File: config.mk
export PLATFORM = sky130hd
export DESIGN_NAME = fractal_dispatcher
export DESIGN_NICKNAME = d
export VERILOG_FILES = /design/src/rtl/fractal_dispatcher.sv
export SDC_FILE = /design/constraint.sdc
export NUM_CORES = 1
export LEC_CHECK = 0
export ABC_AREA = 1
export CAP_MARGIN = 25
export CORE_ASPECT_RATIO = 1.75
export CORE_MARGIN = 2
export CORE_UTILIZATION = 46
export CTS_CLUSTER_SIZE = 12
export DETAILED_ROUTE_END_ITERATION = 6
export PLACE_DENSITY_LB_ADDON = 0.08
export SYNTH_ARGS = -nofsm -noshare
export SYNTH_HDL_FRONTEND = slang
export SYNTH_SLANG_ARGS = --single-unit
File: constraint.sdc
create_clock -name clk_i -period 2.4 [get_ports clk_i]
set_clock_uncertainty 0.15 [all_clocks]
set_input_delay 0.24 -clock clk_i [delete_from_list [all_inputs] [get_ports clk_i]]
set_output_delay 0.24 -clock clk_i [all_outputs]
set_load 0.03 [all_outputs]
File: src/rtl/fractal_dispatcher.sv
// Frame scheduler: walks the pixel grid, hands pixels to free fractal cores and streams tagged results.
// Optional perf counters are enabled by defining FRACTAL_DISPATCH_PERF_EN.
module fractal_dispatcher #(
  parameter int INTEGER_BITS    = 8,
  parameter int FRACTIONAL_BITS = 24,
  parameter int MAX_ITER_WIDTH  = 16,
  parameter int CORE_COUNT      = 2,
  parameter int COORD_WIDTH     = 12,
  localparam int DATA_WIDTH     = INTEGER_BITS + FRACTIONAL_BITS
) (
  input  logic                                       clk_i,
  input  logic                                       rst_i,
  input  logic                                       start_i,
  input  logic [DATA_WIDTH-1:0]                      x_start_i,
  input  logic [DATA_WIDTH-1:0]                      y_start_i,
  input  logic [DATA_WIDTH-1:0]                      step_i,
  input  logic [COORD_WIDTH-1:0]                     width_i,
  input  logic [COORD_WIDTH-1:0]                     height_i,
  input  logic [MAX_ITER_WIDTH-1:0]                  max_iter_i,
  output logic [CORE_COUNT-1:0]                      core_rst_o,
  output logic [CORE_COUNT-1:0]                      core_start_o,
  output logic [CORE_COUNT-1:0][DATA_WIDTH-1:0]      core_x0_o,
  output logic [CORE_COUNT-1:0][DATA_WIDTH-1:0]      core_y0_o,
  output logic [MAX_ITER_WIDTH-1:0]                  core_max_iter_o,
  input  logic [CORE_COUNT-1:0][MAX_ITER_WIDTH-1:0]  core_iter_i,
  input  logic [CORE_COUNT-1:0]                      core_done_i,
  output logic                                       res_valid_o,
  input  logic                                       res_ready_i,
  output logic [COORD_WIDTH-1:0]                     res_col_o,
  output logic [COORD_WIDTH-1:0]                     res_row_o,
  output logic [MAX_ITER_WIDTH-1:0]                  res_iter_o,
  output logic                                       busy_o,
`ifdef FRACTAL_DISPATCH_PERF_EN
  output logic                                       frame_done_o,
  output logic [31:0]                                perf_cycles_o,
  output logic [31:0]                                perf_stall_o
`else
  output logic                                       frame_done_o
`endif
);

  localparam int IDX_W = (CORE_COUNT > 1) ? $clog2(CORE_COUNT) : 1;

  typedef enum logic [1:0] {ST_IDLE, ST_RUN, ST_DRAIN, ST_DONE} top_e;
  typedef enum logic [1:0] {SL_FREE, SL_RUN, SL_DONE_W, SL_CLR} slot_e;

  top_e                      state_q, state_d;
  logic [DATA_WIDTH-1:0]     x_start_q, x_start_d, step_q, step_d;
  logic [DATA_WIDTH-1:0]     x_acc_q, x_acc_d, y_acc_q, y_acc_d;
  logic [COORD_WIDTH-1:0]    width_q, width_d, height_q, height_d;
  logic [COORD_WIDTH-1:0]    col_q, col_d, row_q, row_d;
  logic [MAX_ITER_WIDTH-1:0] max_iter_q, max_iter_d;

  slot_e                     slot_q [CORE_COUNT];
  slot_e                     slot_d [CORE_COUNT];
  logic [COORD_WIDTH-1:0]    tag_col_q [CORE_COUNT];
  logic [COORD_WIDTH-1:0]    tag_col_d [CORE_COUNT];
  logic [COORD_WIDTH-1:0]    tag_row_q [CORE_COUNT];
  logic [COORD_WIDTH-1:0]    tag_row_d [CORE_COUNT];
  logic [MAX_ITER_WIDTH-1:0] iter_q [CORE_COUNT];
  logic [MAX_ITER_WIDTH-1:0] iter_d [CORE_COUNT];
  logic [DATA_WIDTH-1:0]     x0_q [CORE_COUNT];
  logic [DATA_WIDTH-1:0]     x0_d [CORE_COUNT];
  logic [DATA_WIDTH-1:0]     y0_q [CORE_COUNT];
  logic [DATA_WIDTH-1:0]     y0_d [CORE_COUNT];

  logic                      res_valid_q, res_valid_d;
  logic [COORD_WIDTH-1:0]    res_col_q, res_col_d, res_row_q, res_row_d;
  logic [MAX_ITER_WIDTH-1:0] res_iter_q, res_iter_d;
  logic [IDX_W-1:0]          rr_last_q, rr_last_d;
  logic                      busy_q, busy_d, frame_done_q, frame_done_d;

  logic                      disp_any, gnt_any, load_en, all_free;
  logic [IDX_W-1:0]          disp_idx, gnt_idx;

  always_comb begin
    state_d    = state_q;
    x_start_d  = x_start_q;
    step_d     = step_q;
    x_acc_d    = x_acc_q;
    y_acc_d    = y_acc_q;
    width_d    = width_q;
    height_d   = height_q;
    col_d      = col_q;
    row_d      = row_q;
    max_iter_d = max_iter_q;
    slot_d     = slot_q;
    tag_col_d  = tag_col_q;
    tag_row_d  = tag_row_q;
    iter_d     = iter_q;
    x0_d       = x0_q;
    y0_d       = y0_q;
    res_valid_d = res_valid_q;
    res_col_d  = res_col_q;
    res_row_d  = res_row_q;
    res_iter_d = res_iter_q;
    rr_last_d  = rr_last_q;
    core_start_o = '0;
    core_rst_o   = {CORE_COUNT{rst_i}};
    disp_any = 1'b0;
    disp_idx = '0;
    gnt_any  = 1'b0;
    gnt_idx  = '0;
    all_free = 1'b1;
    load_en  = !res_valid_q || res_ready_i;

    for (int k = 0; k < CORE_COUNT; k++) begin
      if (!disp_any && !rst_i && state_q == ST_RUN && slot_q[k] == SL_FREE) begin
        disp_any = 1'b1;
        disp_idx = IDX_W'(k);
      end
    end

    // Round-robin: search above the last grant first, then wrap around.
    for (int k = 0; k < CORE_COUNT; k++) begin
      if (!gnt_any && load_en && k > int'(rr_last_q) && slot_q[k] == SL_DONE_W) begin
        gnt_any = 1'b1;
        gnt_idx = IDX_W'(k);
      end
    end
    for (int k = 0; k < CORE_COUNT; k++) begin
      if (!gnt_any && load_en && k <= int'(rr_last_q) && slot_q[k] == SL_DONE_W) begin
        gnt_any = 1'b1;
        gnt_idx = IDX_W'(k);
      end
    end

    for (int k = 0; k < CORE_COUNT; k++) begin
      all_free = all_free && (slot_q[k] == SL_FREE);
      case (slot_q[k])
        SL_FREE: if (disp_any && disp_idx == IDX_W'(k)) begin
          slot_d[k]       = SL_RUN;
          tag_col_d[k]    = col_q;
          tag_row_d[k]    = row_q;
          x0_d[k]         = x_acc_q;
          y0_d[k]         = y_acc_q;
          core_start_o[k] = 1'b1;
        end
        SL_RUN: if (core_done_i[k]) begin
          slot_d[k] = SL_DONE_W;
          iter_d[k] = core_iter_i[k];
        end
        SL_DONE_W: if (gnt_any && gnt_idx == IDX_W'(k)) slot_d[k] = SL_CLR;
        default: begin
          slot_d[k]     = SL_FREE;
          core_rst_o[k] = 1'b1;
        end
      endcase
      // Coordinates reach the core in the same cycle as its start pulse.
      core_x0_o[k] = x0_d[k];
      core_y0_o[k] = y0_d[k];
    end

    if (gnt_any) begin
      res_valid_d = 1'b1;
      res_col_d   = tag_col_q[gnt_idx];
      res_row_d   = tag_row_q[gnt_idx];
      res_iter_d  = iter_q[gnt_idx];
      rr_last_d   = gnt_idx;
    end else if (res_valid_q && res_ready_i) begin
      res_valid_d = 1'b0;
    end

    case (state_q)
      ST_IDLE: if (start_i) begin
        x_start_d  = x_start_i;
        step_d     = step_i;
        width_d    = width_i;
        height_d   = height_i;
        max_iter_d = max_iter_i;
        x_acc_d    = x_start_i;
        y_acc_d    = y_start_i;
        col_d      = '0;
        row_d      = '0;
        state_d    = (width_i == '0 || height_i == '0) ? ST_DONE : ST_RUN;
      end
      ST_RUN: if (disp_any) begin
        if (col_q == width_q - COORD_WIDTH'(1)) begin
          col_d   = '0;
          x_acc_d = x_start_q;
          if (row_q == height_q - COORD_WIDTH'(1)) begin
            state_d = ST_DRAIN;
          end else begin
            row_d   = row_q + COORD_WIDTH'(1);
            y_acc_d = y_acc_q + step_q;
          end
        end else begin
          col_d   = col_q + COORD_WIDTH'(1);
          x_acc_d = x_acc_q + step_q;
        end
      end
      ST_DRAIN: if (all_free && !res_valid_q) state_d = ST_DONE;
      default:  state_d = ST_IDLE;
    endcase

    busy_d       = (state_d != ST_IDLE);
    frame_done_d = (state_d == ST_DONE);
  end

  always_ff @(posedge clk_i) begin
    if (rst_i) begin
      state_q      <= ST_IDLE;
      x_start_q    <= '0;
      step_q       <= '0;
      x_acc_q      <= '0;
      y_acc_q      <= '0;
      width_q      <= '0;
      height_q     <= '0;
      col_q        <= '0;
      row_q        <= '0;
      max_iter_q   <= '0;
      for (int k = 0; k < CORE_COUNT; k++) begin
        slot_q[k]    <= SL_FREE;
        tag_col_q[k] <= '0;
        tag_row_q[k] <= '0;
        iter_q[k]    <= '0;
        x0_q[k]      <= '0;
        y0_q[k]      <= '0;
      end
      res_valid_q  <= 1'b0;
      res_col_q    <= '0;
      res_row_q    <= '0;
      res_iter_q   <= '0;
      rr_last_q    <= IDX_W'(CORE_COUNT - 1);
      busy_q       <= 1'b0;
      frame_done_q <= 1'b0;
    end else begin
      state_q      <= state_d;
      x_start_q    <= x_start_d;
      step_q       <= step_d;
      x_acc_q      <= x_acc_d;
      y_acc_q      <= y_acc_d;
      width_q      <= width_d;
      height_q     <= height_d;
      col_q        <= col_d;
      row_q        <= row_d;
      max_iter_q   <= max_iter_d;
      slot_q       <= slot_d;
      tag_col_q    <= tag_col_d;
      tag_row_q    <= tag_row_d;
      iter_q       <= iter_d;
      x0_q         <= x0_d;
      y0_q         <= y0_d;
      res_valid_q  <= res_valid_d;
      res_col_q    <= res_col_d;
      res_row_q    <= res_row_d;
      res_iter_q   <= res_iter_d;
      rr_last_q    <= rr_last_d;
      busy_q       <= busy_d;
      frame_done_q <= frame_done_d;
    end
  end

  assign core_max_iter_o = max_iter_q;
  assign res_valid_o     = res_valid_q;
  assign res_col_o       = res_col_q;
  assign res_row_o       = res_row_q;
  assign res_iter_o      = res_iter_q;
  assign busy_o          = busy_q;
  assign frame_done_o    = frame_done_q;

`ifdef FRACTAL_DISPATCH_PERF_EN
  logic [31:0] perf_cycles_q, perf_cycles_d, perf_stall_q, perf_stall_d;
  logic        any_done_w;

  always_comb begin
    any_done_w = 1'b0;
    for (int k = 0; k < CORE_COUNT; k++) any_done_w = any_done_w || (slot_q[k] == SL_DONE_W);
    perf_cycles_d = perf_cycles_q;
    perf_stall_d  = perf_stall_q;
    if (state_q == ST_IDLE && start_i) begin
      perf_cycles_d = 32'd1;
      perf_stall_d  = '0;
    end else begin
      if (state_q != ST_IDLE) perf_cycles_d = perf_cycles_q + 32'd1;
      if (any_done_w && res_valid_q && !res_ready_i) perf_stall_d = perf_stall_q + 32'd1;
    end
  end

  always_ff @(posedge clk_i) begin
    if (rst_i) begin
      perf_cycles_q <= '0;
      perf_stall_q  <= '0;
    end else begin
      perf_cycles_q <= perf_cycles_d;
      perf_stall_q  <= perf_stall_d;
    end
  end

  assign perf_cycles_o = perf_cycles_q;
  assign perf_stall_o  = perf_stall_q;
`endif

endmodule

---- Word level (Yosys, flattened, before mapping) ----
Index checks and enable logic that the tools add are counted.
W data, S select, Z words.
cells by class
  add/sub/neg operators ................... 6
  bitwise logic cells ..................... 3
  reductions and logical operators ........ 45
  magnitude comparators ................... 3
  equality and inequality tests ........... 19
  multiplexer cells ....................... 65
operators by type and width
  operator                 count
  $mux W32                 15
  $mux W12                 12
  $pmux W32 S2             2
  $add A32 B32 Y32         2
  $mux W16                 3
  $pmux W12 S2             2
  $add A12 B1 Y12 const B  2
  $eq A12 B12 Y1           2
  $logic_not A12 Y1        2
  $mux W2                  12
  $sub A12 B1 Y12 const B  2
  $logic_and A1 B1 Y1      19
  $pmux W2 S3              3
  $mux W1                  16
  $ne A2 B1 Y1 const B     5
  $ne A2 B2 Y1 const B     5
  $reduce_and A2 Y1        5
  $reduce_and A3 Y1        3
  $eq A2 B2 Y1 const B     4
  $eq A2 B1 Y1 const B     3
  $logic_not A2 Y1         3
  $reduce_bool A2 Y1       3
  $reduce_or A3 Y1         2
  $logic_not A1 Y1         5
  7 further kinds          9
word-level totals
  output and inout port bits .............. 191
  flip-flop bits (word level) ............. 450

---- Depth between registers and ports, before layout ----
Gate-level depths: netlist of the first run.
  depth after elaboration ................. 18
  depth in mapped cells ................... 18

---- Worst setup path before layout of the first run ----
No wires, ideal clock.
  kind .................................... flip-flop to output port
  start ................................... reg slot_q[2] in the netlist's numbering
  end ..................................... out core_x0_o[61] in the netlist's numbering
  required time ........................... 2.010 ns
  arrival ................................. 2.013 ns
  cell stages (with the launch flop) ...... 11
  slack ................................... -0.003 ns
  cells stage by stage .................... dfxtp_1 inv_1 ha_1 inv_1 nand3_1 inv_1 buf_2 clkbuf_1 or2_2 inv_1 a21oi_1
RTL lines
  item                      RTL line  text
  start: declaration        54        slot_e slot_q [CORE_COUNT];
  start signal: assignment  238       slot_q <= slot_d;
  end: declaration          22        output logic [CORE_COUNT-1:0][DATA_WIDTH-1:0] core_x0_o,

==> results of run 1 <==
flip-flops by register name, summed over array words and instances, names as in the netlist, 2 cells and up:
name / count
iter_q: 32
res_col_o: 12
x_acc_q: 32
y0_q: 64
tag_col_q: 24
res_row_o: 12
core_max_iter_o: 16
width_q: 12
res_iter_o: 16
y_acc_q: 32
height_q: 12
slot_q: 4
x0_q: 64
col_q: 12
state_q: 2
x_start_q: 32
row_q: 12
step_q: 32
tag_row_q: 24
cells in the mapped netlist, types with 18 or more instances:
master,number
sky130_fd_sc_hd__nand2_1,789
sky130_fd_sc_hd__inv_1,491
sky130_fd_sc_hd__dfxtp_1,450
sky130_fd_sc_hd__nor2_1,366
sky130_fd_sc_hd__a21oi_1,287
sky130_fd_sc_hd__o21ai_0,283
sky130_fd_sc_hd__nand3_1,172
sky130_fd_sc_hd__clkbuf_1,141
sky130_fd_sc_hd__or2_2,141
sky130_fd_sc_hd__ha_1,74
sky130_fd_sc_hd__a211oi_1,65
sky130_fd_sc_hd__nand4_1,39
sky130_fd_sc_hd__a22oi_1,32
sky130_fd_sc_hd__nor3_1,24
sky130_fd_sc_hd__xor2_1,24
sky130_fd_sc_hd__xnor2_1,20
sky130_fd_sc_hd__a31oi_1,18
worst max-delay path, delay by kind of cell, from the launching register on:
kind | cells | cell delay (ns)
buf+inv | 9 | 0.99
flops | 1 | 0.33
fa+ha+maj | 1 | 0.15
compound gates | 1 | 0.14
simple gates | 1 | 0.10
layout make-up:
| class | count | area share |
|---|---|---|
| Tap cell | 672 | 0.0252 |
| Sequential cell | 450 | 0.271 |
| Clock inverter | 12 | 0.00544 |
| Timing Repair inverter | 1 | 0.000187 |
| Inverter | 497 | 0.0569 |
| Clock buffer | 52 | 0.0364 |
| Multi-Input combinational cell | 2420 | 0.399 |
| Timing Repair Buffer | 671 | 0.206 |
| Antenna cell | 10 | 0.000750 |
worst paths after layout:
kind	from	endpoint	slack, ns
setup / recovery	slot_q[3]	core_y0_o[55]	-0.29
hold / removal	max_iter_i[5]	core_max_iter_o[5]	0.09
setup reg to reg	step_q[21]	y_acc_q[27]	-0.19
hold reg to reg	tag_col_q[10]	tag_col_q[10]	0.30
cells in the final DEF (no fill, tap or decap), drive strengths merged, types with 2 or more instances in the layout:
| master | count |
|---|---|
| clkinv | 8 |
| a22oi | 32 |
| a211oi | 65 |
| nor2 | 377 |
| bufinv | 3 |
| nor3b | 2 |
| dfxtp | 450 |
| xor2 | 24 |
| diode | 10 |
| o211ai | 4 |
| nand3 | 173 |
| o21bai | 3 |
| fa | 2 |
| a31o | 2 |
| nor3 | 24 |
| ha | 74 |
| or2 | 142 |
| clkbuf | 55 |
| bufbuf | 3 |
| nor4 | 7 |
| a31oi | 18 |
| a21oi | 288 |
| o21ai | 285 |
| nand4 | 40 |
| inv | 498 |
| dlygate4sd3 | 2 |
| xnor2 | 20 |
| o21a | 4 |
| a221oi | 9 |
| nand2 | 791 |
| clkdlybuf4s50 | 232 |
| nand3b | 16 |
| o221ai | 10 |
| a21o | 4 |
| buf | 430 |
metrics by stage:
| stage | setup WS (ns) | cell area (um2) | TNS, ns |
|---|---|---|---|
| after floorplan | 0.0365 | 23800 | 0 |
| after global placement | -0.303 | 29600 | -8.61 |
| after detailed placement | -0.297 | 29600 | -9.24 |
| after CTS | -0.294 | 32500 | -36.63 |
| after global routing | -0.349 | 33400 | -43.09 |
| final | -0.289 | 33400 | -30.44 |
routing by layer:
layer,vias to the layer above,GRT usage,part of all wire
met5,-,0,0
met1,11900,0.348,0.35
met3,250,0.0383,0.051
li1,12500,-,-
met4,0,0.205,0.066
met2,929,0.631,0.53
cell families after synthesis:
family	after synthesis	share of synthesized area
adder cells (fa/ha/maj)	76	0.0406
AND/OR/NAND/NOR	1572	0.284
buffers and inverters	670	0.108
flip-flops	450	0.379
AO/OA/AOI/OAI	726	0.170
XOR/XNOR	46	0.0182
power groups by stage:
stage	Sequential (mW)	Clock [mW]	Combinational (mW)
detailed placement	8.77	0	7.55
CTS	8.63	7.12	8.47
global placement	8.74	0	7.45
finish	8.67	7.03	8.93
global route	8.72	7.39	9.53
floorplan	8.78	0	4.28
what timing repair did:
| item | 4_1_cts | 5_1_grt |
|---|---|---|
| setup endpoints to repair | 218 | 224 |
| gates resized for setup | 289 | 206 |
| cloned | 14 | 4 |
| buffers inserted | 29 | 16 |
| endpoints found under the hold margin | 3 | 0 |
| pin swaps | 28 | 16 |
| hold buffers | 2 | 0 |
==> flow_metrics.py, run 1 <==
metrics = {
    "floorplan": {
        "fp-row-count": 110,
        "floorplan.initialDensity": 0.464,
        "chipWidth_um": 176,
        "die-area_um2": 53600,
        "design.core.area_um2": 51200,
        "ioPinCount": 365,
        "floorplan.die.height_um": 305,
    },
    "drt": {
        "detailedRoute.firstIterationViolations": 1621,
        "num_vias": 25500,
        "vias_per_cell": 5.33,
        "detail_route.wl_per_cell_um": 19.7,
        "drtAntennaViolNets": 0,
        "remaining_drc_errors": 0,
        "detail_route.wirelength_um": 94000,
        "drt-pass1-iter-count": 5,
    },
    "timing": {
        "report.final.slew_viol_count": 0,
        "layout_worst_path_cycle_share": 1.12,
        "worst-slew-pin-transition_ns": 0.929,
        "worst_case_headroom_to_the_max_slew_limit": 0.381,
        "final_hold_violation_count": 0,
        "setup_repair_after_global_routing_missed_its_margin": "true",
        "layout_min_cycle_time_ns": 2.69,
        "fmax_ghz": 0.372,
        "setup-violations-final": 179,
        "timing.hold.ws_ns": 0.0861,
        "setup_slack_ns": -0.289,
    },
    "layout": {
        "final_net_count": 4337,
        "multi_input_comb_area_um2": 13300,
        "share_of_post_route_cells_with_drive_strength_above_1": 0.227,
        "nFillCells": 4577,
        "register_area_um2": 9040,
        "stdcell_count": 4785,
        "signed_area_change_from_the_synthesized_netlist_to_the_final_layout_pct": 40.4,
        "layout.core_utilization": 0.652,
    },
    "pwr": {
        "switchingPower_mw": 8.74,
        "power_report.internal_total_mw": 15.9,
        "netSwitchingFraction": 0.355,
        "clock_power_share": 0.286,
        "p_comb_frac": 0.363,
        "totalPowerFinal_mw": 24.6,
        "power.ir.vdd_worst_mv": 0.651,
        "power_density_nw_per_um2": 738,
        "power.share.sequential": 0.352,
        "leakage_nw": 15.3,
    },
    "clock_tree": {
        "clock_tree.buffer_depth": 3,
        "tritoncts_clock_tree": "done",
        "cts.sink_count": 450,
        "clkSlewWorstSetupHoldPaths_ns": 0.06,
        "ctsRootBufferMaster": "sky130_fd_sc_hd__clkbuf_16",
        "numCtsBuffers": 46,
        "h-tree-depth": 2,
        "insertion_delay_ns": 0.60,
    },
    "critical_path": {
        "timing.critical_path.mode_cell": "sky130_fd_sc_hd__buf_12",
        "cp_cell_sequence": "inv_2, ha_4, buf_6, inv_4, nand3_4, inv_8, buf_12, buf_12, buf_16, buf_8, a21oi_4, buf_12",
        "worstSetupEndpointType": "output port",
        "critical_path_class": "reg -> out",
        "slowest_delay_ns": 0.33,
        "crit_path_max_fanout": 5,
        "timing.critical_path.arrival_ns": 2.30,
        "cp-start-kind": "flip-flop",
        "timing.reg2reg.worst_path_depth": 12,
        "worst_ep_required_time_ns": 2.01,
        "timing.critical_path.slowest_stage_cell": "sky130_fd_sc_hd__dfxtp_2",
    },
    "min_path": {
        "worstHoldPathCells": 3,
        "hold_path_class": "in -> reg",
    },
    "global_routing": {
        "globalRoute.totalOverflow": 0,
        "grt_pass1_wl_um": 139000,
        "via_count_of_the_first_global_routing_pass": 25000,
        "initial_antenna_violation_count": 10,
        "globalRouteTotalUtil": 0.334,
        "grt_max_degree": 155,
    },
    "place": {
        "finalWeightedCongestion": 1.00,
        "post-dp-hpwl_um": 66400,
        "dp_cells": 4647,
        "port_buffer_count": 364,
    },
    "synth": {
        "synth.ff_latch_count": 450,
        "synth_top_flop_cell": "sky130_fd_sc_hd__dfxtp_1",
        "synth-edff-count": 0,
        "yosysWarnings": 0,
        "synth.top_cells.by_area": "sky130_fd_sc_hd__dfxtp_1, sky130_fd_sc_hd__nand2_1, sky130_fd_sc_hd__inv_1",
        "synth_top_area_share": 0.379,
        "yosysUniqueCellTypes": 46,
        "post_syn_area_per_cell_um2": 6.72,
        "synthDominantAreaCellType": "sky130_fd_sc_hd__dfxtp_1",
        "synth_seq_area_share": 0.379,
        "synth_area_um2": 23800,
        "post_synth_inst_count": 3540,
        "syn_nets": 3790,
        "synth_async_sr_flop_share": 0,
    },
    "run_status": {
        "status": "finished with violations",
        "violations": "setup timing",
    },
    "flow_run": {
        "max_cap_viol_count": 0,
    },
}
(Power assumes the default switching activity.)
==> run 2: changes to the inputs <==
- CELL_PAD_IN_SITES_DETAIL_PLACEMENT: not set -> 0
- CELL_PAD_IN_SITES_GLOBAL_PLACEMENT: not set -> 2
- CORE_UTILIZATION: 46 -> 27
==> run 2 against run 1 <==
Flip-flop and latch count is the same. Setup slack worse by 0.11 ns. Combinational power rose by 14%. Cell count grew 13%. Power increased by 8.1%. The run still ends with setup timing left. Largest cell class unchanged. Via count fell by 0.80%. Critical path type unchanged. Register-to-register slack got worse by 0.03 ns. Critical endpoint is now core_y0_o[57]. Largest power group unchanged.
==> flow_metrics.py, run 2 (same netlist as run 1, synthesis figures left out) <==
metrics = {
    "global_routing": {
        "grt_pass1_wl_um": 156000,
        "grt_max_degree": 119,
        "globalRoute.totalOverflow": 0,
        "via_count_of_the_first_global_routing_pass": 25500,
        "globalRouteTotalUtil": 0.224,
        "initial_antenna_violation_count": 5,
    },
    "floorplan": {
        "ioPinCount": 365,
        "chipWidth_um": 228,
        "floorplan.initialDensity": 0.271,
        "die-area_um2": 90500,
        "floorplan.die.height_um": 397,
        "design.core.area_um2": 87600,
        "fp-row-count": 144,
    },
    "run_status": {
        "status": "finished with violations",
        "violations": "setup timing",
    },
    "place": {
        "postPlaceCellArea_um2": 32000,
        "finalWeightedCongestion": 0.911,
        "placement.setup.worst_slack_ns": -0.480,
        "post-dp-hpwl_um": 77800,
        "port_buffer_count": 364,
        "dp_cells": 5234,
    },
    "pwr": {
        "power_density_nw_per_um2": 731,
        "power.ir.vdd_worst_mv": 0.509,
        "leakage_nw": 16.2,
    },
    "timing": {
        "fmax_ghz": 0.357,
        "setup_slack_ns": -0.401,
        "layout_worst_path_cycle_share": 1.17,
        "worst-slew-pin-transition_ns": 0.756,
        "report.final.slew_viol_count": 0,
        "setup-violations-final": 194,
        "layout_min_cycle_time_ns": 2.80,
        "worst_case_headroom_to_the_max_slew_limit": 0.496,
        "timing.setup.tns_ns": -45.41,
        "final_hold_violation_count": 0,
        "timing.hold.ws_ns": 0.0497,
        "setup_repair_after_global_routing_missed_its_margin": "true",
    },
    "clock_tree": {
        "numCtsBuffers": 49,
        "ctsRootBufferMaster": "sky130_fd_sc_hd__clkbuf_16",
        "insertion_delay_ns": 0.63,
        "h-tree-depth": 2,
        "tritoncts_clock_tree": "done",
        "clkSlewWorstSetupHoldPaths_ns": 0.07,
        "clock_tree.buffer_depth": 3,
        "cts.sink_count": 450,
    },
    "layout": {
        "stdcell_count": 5412,
        "share_of_post_route_cells_with_drive_strength_above_1": 0.268,
        "signed_area_change_from_the_synthesized_netlist_to_the_final_layout_pct": 53.2,
        "mostFrequentLayoutCell": "sky130_fd_sc_hd__nand2_1",
        "reg_top3": "x0_q x64, y0_q x64",
        "final_net_count": 4457,
        "layout_common_cells": "sky130_fd_sc_hd__nand2_1, sky130_fd_sc_hd__dfxtp_1, sky130_fd_sc_hd__inv_1",
        "final_area_um2": 36400,
    },
    "drt": {
        "remaining_drc_errors": 0,
        "vias_per_cell": 4.67,
        "detailedRoute.firstIterationViolations": 1101,
        "detail_route.wirelength_um": 106000,
        "drtAntennaViolNets": 0,
        "detail_route.wl_per_cell_um": 19.5,
        "num_vias": 25300,
        "drt-pass1-iter-count": 5,
    },
    "critical_path": {
        "crit_path_max_fanout": 7,
        "cp-start-kind": "flip-flop",
        "timing.critical_path.arrival_ns": 2.41,
        "worstSetupEndpointType": "output port",
        "worst_ep_required_time_ns": 2.01,
        "critical_path_class": "reg -> out",
    },
    "flow_run": {
        "max_cap_viol_count": 0,
    },
    "min_path": {
        "hold_path_class": "in -> reg",
    },
}
-- run 2: cell count changes in the layout (fill, tap and decap cells not counted), moves of 17 or more --
cell and change:
sky130_fd_sc_hd__buf_12 +88, sky130_fd_sc_hd__inv_1 -58, sky130_fd_sc_hd__buf_4 +49, sky130_fd_sc_hd__inv_2 +45, sky130_fd_sc_hd__or2_2 -26, sky130_fd_sc_hd__or2_4 +26, sky130_fd_sc_hd__a21oi_4 +25, sky130_fd_sc_hd__nand2_1 -25
sky130_fd_sc_hd__buf_6 -17
-- run 2: where the power goes --
part	total, mW	switching [mW]	internal, mW
Clock	7.76	3.40	4.36
Combinational	10.2	5.55	4.67
Sequential	8.66	0.441	8.22
Total	26.6	9.39	17.2
-- run 2: metal layers --
layer	vias up	GRT usage	routed length, um
met5	-	0	45
met4	6	0.0736	3730
met3	117	0.0265	3330
met2	467	0.446	58200
met1	12000	0.240	40400
li1	12700	-	-
-- run 2: final cells by class --
class,count,area (um2)
fillers,9100,51100
clock buffers,76,1490
multi-input cells,2420,13700
diodes,3,7.51
repair inverters,1,11.3
inverters,497,1950
flip-flops and latches,450,9030
well taps,1168,1460
clock inverters,9,98.8
repair buffers,788,8710
-- run 2: final timing paths --
path	cells past startpoint	endpoint	slack (ns)	from
max	12	core_y0_o[57]	-0.40	slot_q[0]
min	3	core_max_iter_o[0]	0.05	max_iter_i[0]
max reg2reg	12	y_acc_q[4]	-0.22	width_q[0]
min reg2reg	2	x_start_q[17]	0.30	x_start_q[17]
-- run 2: repair_timing --
item                                    CTS  global route
endpoints found under the hold margin     2             0
resized for setup                       363           268
hold buffers                              1             0
endpoints found under the setup margin  232           252
cloned                                    9            11
buffers inserted                         35            36
pin swaps                                32            41
-- run 2: worst max-delay path, cell delays in order, from the launching register on --
cell                        delay [ns]
sky130_fd_sc_hd__dfxtp_2          0.34
sky130_fd_sc_hd__inv_2            0.05
sky130_fd_sc_hd__ha_4             0.16
sky130_fd_sc_hd__buf_6            0.12
sky130_fd_sc_hd__nand3_4          0.09
sky130_fd_sc_hd__buf_12           0.13
sky130_fd_sc_hd__clkinv_16        0.08
sky130_fd_sc_hd__buf_12           0.15
sky130_fd_sc_hd__buf_16           0.16
sky130_fd_sc_hd__or2_4            0.23
sky130_fd_sc_hd__inv_2            0.06
sky130_fd_sc_hd__a21oi_2          0.04
sky130_fd_sc_hd__buf_6            0.14
-- run 2: through the flow --
stage                      util  power, mW
after floorplan               -       13.1
after global placement    0.365       17.5
after detailed placement  0.365       17.6
after CTS                 0.401       26.3
after global routing      0.416       27.9
final                     0.416       26.6
